### src/rtl/instruction_fetch.sv
// Instruction fetch stage: owns the PC, fetches words over a req/ack handshake,
// buffers up to two {pc, word} entries and hands them to the decoder with valid/ready.
module instruction_fetch #(
    parameter int              SIZE     = 32,
    parameter logic [SIZE-1:0] RESET_PC = '0
) (
    input  logic            clk,
    input  logic            rst_n,
    input  logic            PCen,
    input  logic            PCSrc,
    input  logic [SIZE-1:0] branch_target,
    output logic            imem_req,
    output logic [SIZE-1:0] imem_addr,
    input  logic            imem_ack,
    input  logic [SIZE-1:0] imem_rdata,
    output logic [SIZE-1:0] inst,
    output logic            inst_valid,
    input  logic            inst_ready,
    output logic [SIZE-1:0] pc_out
);

    typedef enum logic {IDLE, REQ} fetchState_t;

    fetchState_t     state;
    fetchState_t     stateNext;
    logic [SIZE-1:0] fetchPc;
    logic [SIZE-1:0] fetchPcNext;
    logic            squash;
    logic            squashNext;
    logic [SIZE-1:0] bufPc   [2];
    logic [SIZE-1:0] bufWord [2];
    logic            rdPtr;
    logic            wrPtr;
    logic [1:0]      count;
    logic [1:0]      countNext;
    logic [SIZE-1:0] redirectTarget;
    logic            redirect;
    logic            acked;
    logic            doWrite;
    logic            doPop;
    logic            issuePoint;
    logic            issue;

    // Word alignment is enforced by clearing the two low address bits.
    assign redirectTarget = branch_target & ~SIZE'(3);

    assign imem_req   = (state == REQ);
    assign inst_valid = (count != 2'd0);
    assign inst       = bufWord[rdPtr];
    assign pc_out     = bufPc[rdPtr];

    // Next-state, handshake events and the issue decision for this edge.
    always_comb begin
        redirect    = PCSrc & PCen;
        acked       = (state == REQ) & imem_ack;
        // A squashed or redirected return never reaches the buffer.
        doWrite     = acked & ~squash & ~redirect;
        doPop       = inst_valid & inst_ready & PCen;
        countNext   = count;
        fetchPcNext = fetchPc;
        squashNext  = squash;
        stateNext   = state;
        issue       = 1'b0;

        // Flush beats any same-edge write or pop.
        if (redirect) begin
            countNext = 2'd0;
        end else begin
            countNext = count + {1'b0, doWrite} - {1'b0, doPop};
        end

        if (redirect) begin
            fetchPcNext = redirectTarget;
        end else if (acked && !squash) begin
            fetchPcNext = fetchPc + SIZE'(4);
        end

        // A redirect that catches a request still in flight marks its return as stale.
        if (acked) begin
            squashNext = 1'b0;
        end else if (redirect && state == REQ) begin
            squashNext = 1'b1;
        end

        // A new request may only go out when the bus is free, and it reserves a buffer slot.
        issuePoint = (state == IDLE) | acked;
        issue      = issuePoint & PCen & (countNext < 2'd2);
        if (issuePoint) begin
            stateNext = issue ? REQ : IDLE;
        end
    end

    // FSM state, fetch PC, squash flag and the request address register.
    always_ff @(posedge clk or negedge rst_n) begin
        if (!rst_n) begin
            state     <= IDLE;
            fetchPc   <= RESET_PC;
            squash    <= 1'b0;
            imem_addr <= RESET_PC;
        end else begin
            state   <= stateNext;
            fetchPc <= fetchPcNext;
            squash  <= squashNext;
            if (issue) begin
                imem_addr <= fetchPcNext;
            end
        end
    end

    // Two-entry FIFO of fetched {pc, word}; pointers rewind on flush.
    always_ff @(posedge clk or negedge rst_n) begin
        if (!rst_n) begin
            rdPtr <= 1'b0;
            wrPtr <= 1'b0;
            count <= 2'd0;
            for (int i = 0; i < 2; i++) begin
                bufPc[i]   <= RESET_PC;
                bufWord[i] <= '0;
            end
        end else begin
            count <= countNext;
            if (redirect) begin
                rdPtr <= 1'b0;
                wrPtr <= 1'b0;
            end else begin
                if (doWrite) begin
                    bufPc[wrPtr]   <= imem_addr;
                    bufWord[wrPtr] <= imem_rdata;
                    wrPtr          <= ~wrPtr;
                end
                if (doPop) begin
                    rdPtr <= ~rdPtr;
                end
            end
        end
    end

endmodule
### config.mk
export PLATFORM = sky130hd
export DESIGN_NAME = instruction_fetch
export DESIGN_NICKNAME = d
export VERILOG_FILES = /design/src/rtl/instruction_fetch.sv
export SDC_FILE = /design/constraint.sdc
export NUM_CORES = 1
export LEC_CHECK = 0
export BUFFER_PORTS_ARGS = -buffer_cell sky130_fd_sc_hd__buf_4
export CAP_MARGIN = 20
export CELL_PAD_IN_SITES_DETAIL_PLACEMENT = 1
export CELL_PAD_IN_SITES_GLOBAL_PLACEMENT = 1
export CORE_ASPECT_RATIO = 0.75
export CORE_MARGIN = 3
export CORE_UTILIZATION = 35
export DETAILED_ROUTE_END_ITERATION = 6
export PLACE_DENSITY_LB_ADDON = 0.1
export SLEW_MARGIN = 30
export SYNTH_ARGS = -nofsm -noshare
export SYNTH_HDL_FRONTEND = slang
export SYNTH_SLANG_ARGS = --single-unit
### constraint.sdc
create_clock -name clk -period 3.55 [get_ports clk]
set_input_delay 1.065 -clock clk [delete_from_list [all_inputs] [get_ports clk]]
set_output_delay 1.065 -clock clk [all_outputs]
set_load 0.1 [all_outputs]
==> impl_metrics.json, run 1 <==
{
  "regToRegEndpoint": "imem_addr[17]$_DFFE_PN0P_",
  "first_global_vias": 6804,
  "path_max_fanout": 33,
  "postRouteAntennaNets": 0,
  "max_freq_mhz": 312,
  "holdCritPathClass": "flip-flop to flip-flop",
  "yosys.area.top_type": "dfrtp_1",
  "hold_viol_final": 0,
  "synth_common_cells": "mux2_2 (204), dfrtp_1 (198), nand2_1 (49)",
  "clock_latency_ns": 0.43,
  "die_area_sq_um": 27600,
  "htreeDepth": 4,
  "grt-ovfl-total": 0,
  "core_area_sq_um": 25100,
  "drt_wl_total_mm": 24.4,
  "worstPathArrival_ns": 2.14,
  "slew_violations": 0,
  "multi_input_area_sq_um": 3810,
  "syn_nets": 774,
  "ys_types": 47,
  "synth_top_area_share_pct": 55.2,
  "cp-start-kind": "flip-flop",
  "worstHoldEndpoint": "fetchPc[1]$_DFF_PN0_",
  "ys.flop_type": "dfrtp_1",
  "wl_per_cell_microns": 20.1,
  "rrSetupSlack_ns": 0.84,
  "cp-end-kind": "output port",
  "synth_edf_count": 0,
  "gp_congestion": 0.793,
  "clk_path_buf_depth": 2,
  "worst-slew-pin-transition_ns": 0.783,
  "hpwlAfterDp_mm": 17.0,
  "ctsHoldBuffers": 0,
  "vias": 6149,
  "rr_worst_depth": 10,
  "skew_ns": 0.0134,
  "maxCapViolCount": 0,
  "grt_start_max_net_pins": 74,
  "ys_seq_area_share_pct": 55.2,
  "holdPathStages": 1,
  "synthTopCellsByArea": "dfrtp_1 (55%), mux2_2 (26%), nand2_1 (2.0%)",
  "yosysMostFrequentCell": "mux2_2",
  "die_x_microns": 191,
  "drt_iter0_drc": 195,
  "synthCells": 701,
  "cts_resized": 0,
  "cts_tree": "yes",
  "path_cells": "buf_12, mux2_2, buf_4",
  "port_buffers": 165,
  "max_stage_delay_ns": 0.77,
  "num_antenna_cells": 0,
  "criticalPathCategory": "flip-flop to output port",
  "rows": 50,
  "grt_antenna_before_repair": 0,
  "ys_ff_latch": 198,
  "drt_pass1_iterations": 5,
  "crit_required_ns": 2.48,
  "final_layout_size_suffix_gt1_share_pct": 48.8,
  "min_period_ns": 3.21,
  "setup_viol_count_final": 0,
  "cts.clk_slew.worst_paths_ns": 0.08,
  "die_y_microns": 145,
  "min_from": "fetchPc[1]$_DFF_PN0_",
  "clock-sinks": 198,
  "vias_per_cell": 5.06,
  "tns_ns": 0,
  "yosys_warnings": 0,
  "min_period_over_period_pct": 90.3,
  "grt_pass1_wl_mm": 38.6,
  "cts_made_buffers": 17,
  "slowest_stage": "dfrtp_4",
  "syn_to_final_growth_pct": 25.8,
  "finalNetCount": 937,
  "drc_errors": 0,
  "avgSynthCellArea_sq_um": 12.8,
  "synthArstFlopShare_pct": 100,
  "start_util_pct": 35.8,
  "ios": 168,
  "slew_headroom_pct": 47.8,
  "track_usage_pct": 17.9,
  "cts_setup_buffers": 0,
  "fill_cells": 2637,
  "r2r-start": "count[0]$_DFF_PN0_",
  "cts_root_buffer": "clkbuf_16",
  "status": "finished clean",
  "seqCellArea_sq_um": 4960,
  "rsz0062_at_grt": "false",
  "netlist_area_sq_um": 8980
}
[worst max-delay path by stage]
stage / slack [ns] / end / depth (start not counted) / from
floorplan: 0.26 / imem_addr[11]$_DFFE_PN0P_ / 10 / imem_req$_DFFE_PN0N_
global placement: 0.32 / imem_addr[18]$_DFFE_PN0P_ / 10 / imem_ack
global route: 0.24 / inst[6] / 3 / rdPtr$_DFFE_PN0P_
CTS: 0.29 / inst[3] / 3 / rdPtr$_DFFE_PN0P_
detailed placement: 0.30 / imem_addr[3]$_DFFE_PN0P_ / 10 / imem_ack
finish: 0.34 / inst[3] / 3 / rdPtr$_DFFE_PN0P_
[sequential cells by signal (all words and copies together) (netlist names)]
| signal | flops |
|---|---|
| bufPc | 64 |
| squash | 1 |
| rdPtr | 1 |
| bufWord | 64 |
| wrPtr | 1 |
| fetchPc | 32 |
| imem_req | 1 |
| count | 2 |
| imem_addr | 32 |
[cells by family after synthesis]
kind of cell	count (synthesis)	synth area share (%)
multiplexers	207	25.9
AO/OA/AOI/OAI	68	4.68
adder cells (fa/ha/maj)	3	0.418
flip-flops	198	55.2
XOR/XNOR	24	2.49
AND/OR/NAND/NOR	157	8.74
buffers and inverters	44	2.55
[layout make-up]
type / instances / area share (%)
Clock inverter: 12 / 1.39
Clock buffer: 20 / 4.13
Sequential cell: 198 / 43.9
Inverter: 5 / 0.166
Tap cell: 338 / 3.75
Multi-Input combinational cell: 459 / 33.8
Timing Repair Buffer: 183 / 12.9
[worst max-delay path: cells and delay by family, from the launching register on]
family,cells,cell delay (ns)
buf+inv,2,0.51
flops,1,0.77
mux,1,0.38
[cell usage in the layout, fill, tap and decap left out, drive strengths merged, types with 4 or more instances in the layout]
cell type,instances
nor4,6
nand2,49
xor2,15
nor3,4
o21ai,17
xnor2,8
and2,10
a31oi,7
inv,11
buf,182
nor2,35
and3,9
mux2,204
o22ai,6
clkbuf,21
dfrtp,198
nand3,17
a21oi,23
nand4,16
[stage by stage]
step                worst slack, ns  util, %  instance area (sq um)  instances  hold slack [ns]
floorplan                     0.261        -                   8980        701            0.450
global placement              0.325     42.5                  10700       1183            0.465
detailed placement            0.301     42.5                  10700       1183            0.473
CTS                           0.286     45.0                  11300       1215            0.490
global route                  0.241     45.0                  11300       1215            0.516
finish                        0.343     45.0                  11300       1215            0.487
[per-layer routing]
metal | share of wire, % | vias up | global-route usage (%)
li1 | - | 2829 | -
met1 | 48 | 3196 | 25.6
met2 | 48 | 110 | 28.9
met3 | 3.1 | 14 | 3.35
met4 | 0.78 | 0 | 3.47
met5 | 0 | - | 0
Power of run 1 is left out: the tool's default activity adds up to more than one toggle a clock period on the data nets, which glitch-free logic cannot reach.
==> run 2: changes to the inputs <==
- REMOVE_ABC_BUFFERS: default -> 1
==> impl_metrics.json, run 2 (synthesis results as in run 1) <==
{
  "core_area_sq_um": 25100,
  "first_global_vias": 6781,
  "layout_commonest_cell": "mux2_2",
  "wl_per_cell_microns": 19.4,
  "rsz0062_at_grt": "false",
  "wl_met3_mm": 1.10,
  "ctsHoldBuffers": 0,
  "fin_util_pct": 44.7,
  "met1_length_mm": 10.6,
  "num_antenna_cells": 0,
  "clk_path_buf_depth": 2,
  "gp_congestion": 0.758,
  "rows": 50,
  "regToRegEndpoint": "imem_addr[31]$_DFFE_PN0P_",
  "final_cell_mix": "mux2_2 (204), dfrtp_1 (197), buf_4 (178), nand2_1 (49), nor2_1 (34)",
  "hpwlAfterDp_mm": 16.5,
  "rrSetupSlack_ns": 0.72,
  "start_util_pct": 35.8,
  "postRouteAntennaNets": 0,
  "reg.largest.list": "bufPc: 64 flops, bufWord: 64 flops",
  "max_freq_mhz": 314,
  "fin_cells": 1215,
  "htreeDepth": 4,
  "min_period_over_period_pct": 89.6,
  "track_usage_pct": 17.0,
  "die_y_microns": 145,
  "worstPathArrival_ns": 2.12,
  "cts_resized": 0,
  "cts_tree": "yes",
  "worst-slew-pin-transition_ns": 0.819,
  "slew_headroom_pct": 45.4,
  "final_layout_size_suffix_gt1_share_pct": 48.2,
  "tns_ns": 0,
  "cts_setup_buffers": 0,
  "holdCritPathClass": "flip-flop to flip-flop",
  "max_stage_delay_ns": 0.72,
  "criticalPathCategory": "flip-flop to output port",
  "ios": 168,
  "place_area_sq_um": 10700,
  "rr_worst_depth": 11,
  "skew_ns": 0.00982,
  "drt_wl_total_mm": 23.5,
  "syn_to_final_growth_pct": 24.8,
  "clock_latency_ns": 0.43,
  "drt_pass1_iterations": 4,
  "cp-start-kind": "flip-flop",
  "grt_pass1_wl_mm": 36.6,
  "slew_violations": 0,
  "grt_antenna_before_repair": 0,
  "grt_start_max_net_pins": 86,
  "path_max_fanout": 41,
  "r2r-start": "count[0]$_DFF_PN0_",
  "path_cells": "buf_12, mux2_2, buf_4",
  "maxCapViolCount": 0,
  "place_inst": 1184,
  "vias": 6132,
  "cts_root_buffer": "clkbuf_16",
  "status": "finished clean",
  "drc_errors": 0,
  "hold_viol_final": 0,
  "clock-sinks": 198,
  "setup_viol_count_final": 0,
  "min_period_ns": 3.18,
  "finalNetCount": 938,
  "wl_met2_mm": 11.5,
  "min_from": "fetchPc[1]$_DFF_PN0_",
  "port_buffers": 165,
  "drt_iter0_drc": 216,
  "crit_required_ns": 2.48,
  "cts_made_buffers": 17,
  "die_area_sq_um": 27600,
  "finish.instance_area_sq_um": 11200,
  "die_x_microns": 191,
  "vias_per_cell": 5.05,
  "top_layer": "met4",
  "cp-end-kind": "output port",
  "worstHoldEndpoint": "fetchPc[1]$_DFF_PN0_",
  "slowest_stage": "dfrtp_4",
  "holdPathStages": 1,
  "grt-ovfl-total": 0,
  "cts.clk_slew.worst_paths_ns": 0.07
}
## run 2: cell count changes in the layout (fill, tap and decap cells not counted), sizes merged
cell	before	now
clkinvlp	1	3
buf	182	183
clkbuf	21	25
bufinv	2	1
clkinv	3	2
inv	11	6
## run 2: worst max-delay path, delay by kind of cell, from the launching register on
kind                   cells  cell delay, ns
flip-flops                 1            0.72
buffers and inverters      2            0.55
multiplexers               1            0.38
## run 2: worst max-delay path by stage
stage | startpoint | end | cells past startpoint
finish | rdPtr$_DFFE_PN0P_ | inst[16] | 3
global placement | imem_ack | imem_addr[31]$_DFFE_PN0P_ | 12
floorplan | PCSrc | imem_addr[31]$_DFFE_PN0P_ | 10
global route | rdPtr$_DFFE_PN0P_ | inst[9] | 3
CTS | rdPtr$_DFFE_PN0P_ | inst[9] | 3
detailed placement | imem_ack | imem_addr[31]$_DFFE_PN0P_ | 12
## run 2: per-layer routing
layer,vias to the layer above,global-route usage [%]
met5,-,0
li1,2833,-
met3,15,4.50
met2,110,28.6
met1,3174,22.1
met4,0,4.28
## run 2: per-stage QoR
step	hold slack, ns	setup WS [ns]
floorplan	0.450	-0.719
finish	0.487	0.369
CTS	0.488	0.319
global route	0.509	0.278
global placement	0.470	0.186
detailed placement	0.472	0.121
## run 2: area by class of cell
type	count	area [sq um]
Timing Repair Buffer	184	1450
Tap cell	338	423
Clock buffer	24	472
Sequential cell	198	4960
Multi-Input combinational cell	459	3810
Clock inverter	7	71.3
Inverter	5	18.8
Fill cell	2653	13900
Power of run 2 is left out for the same reason.
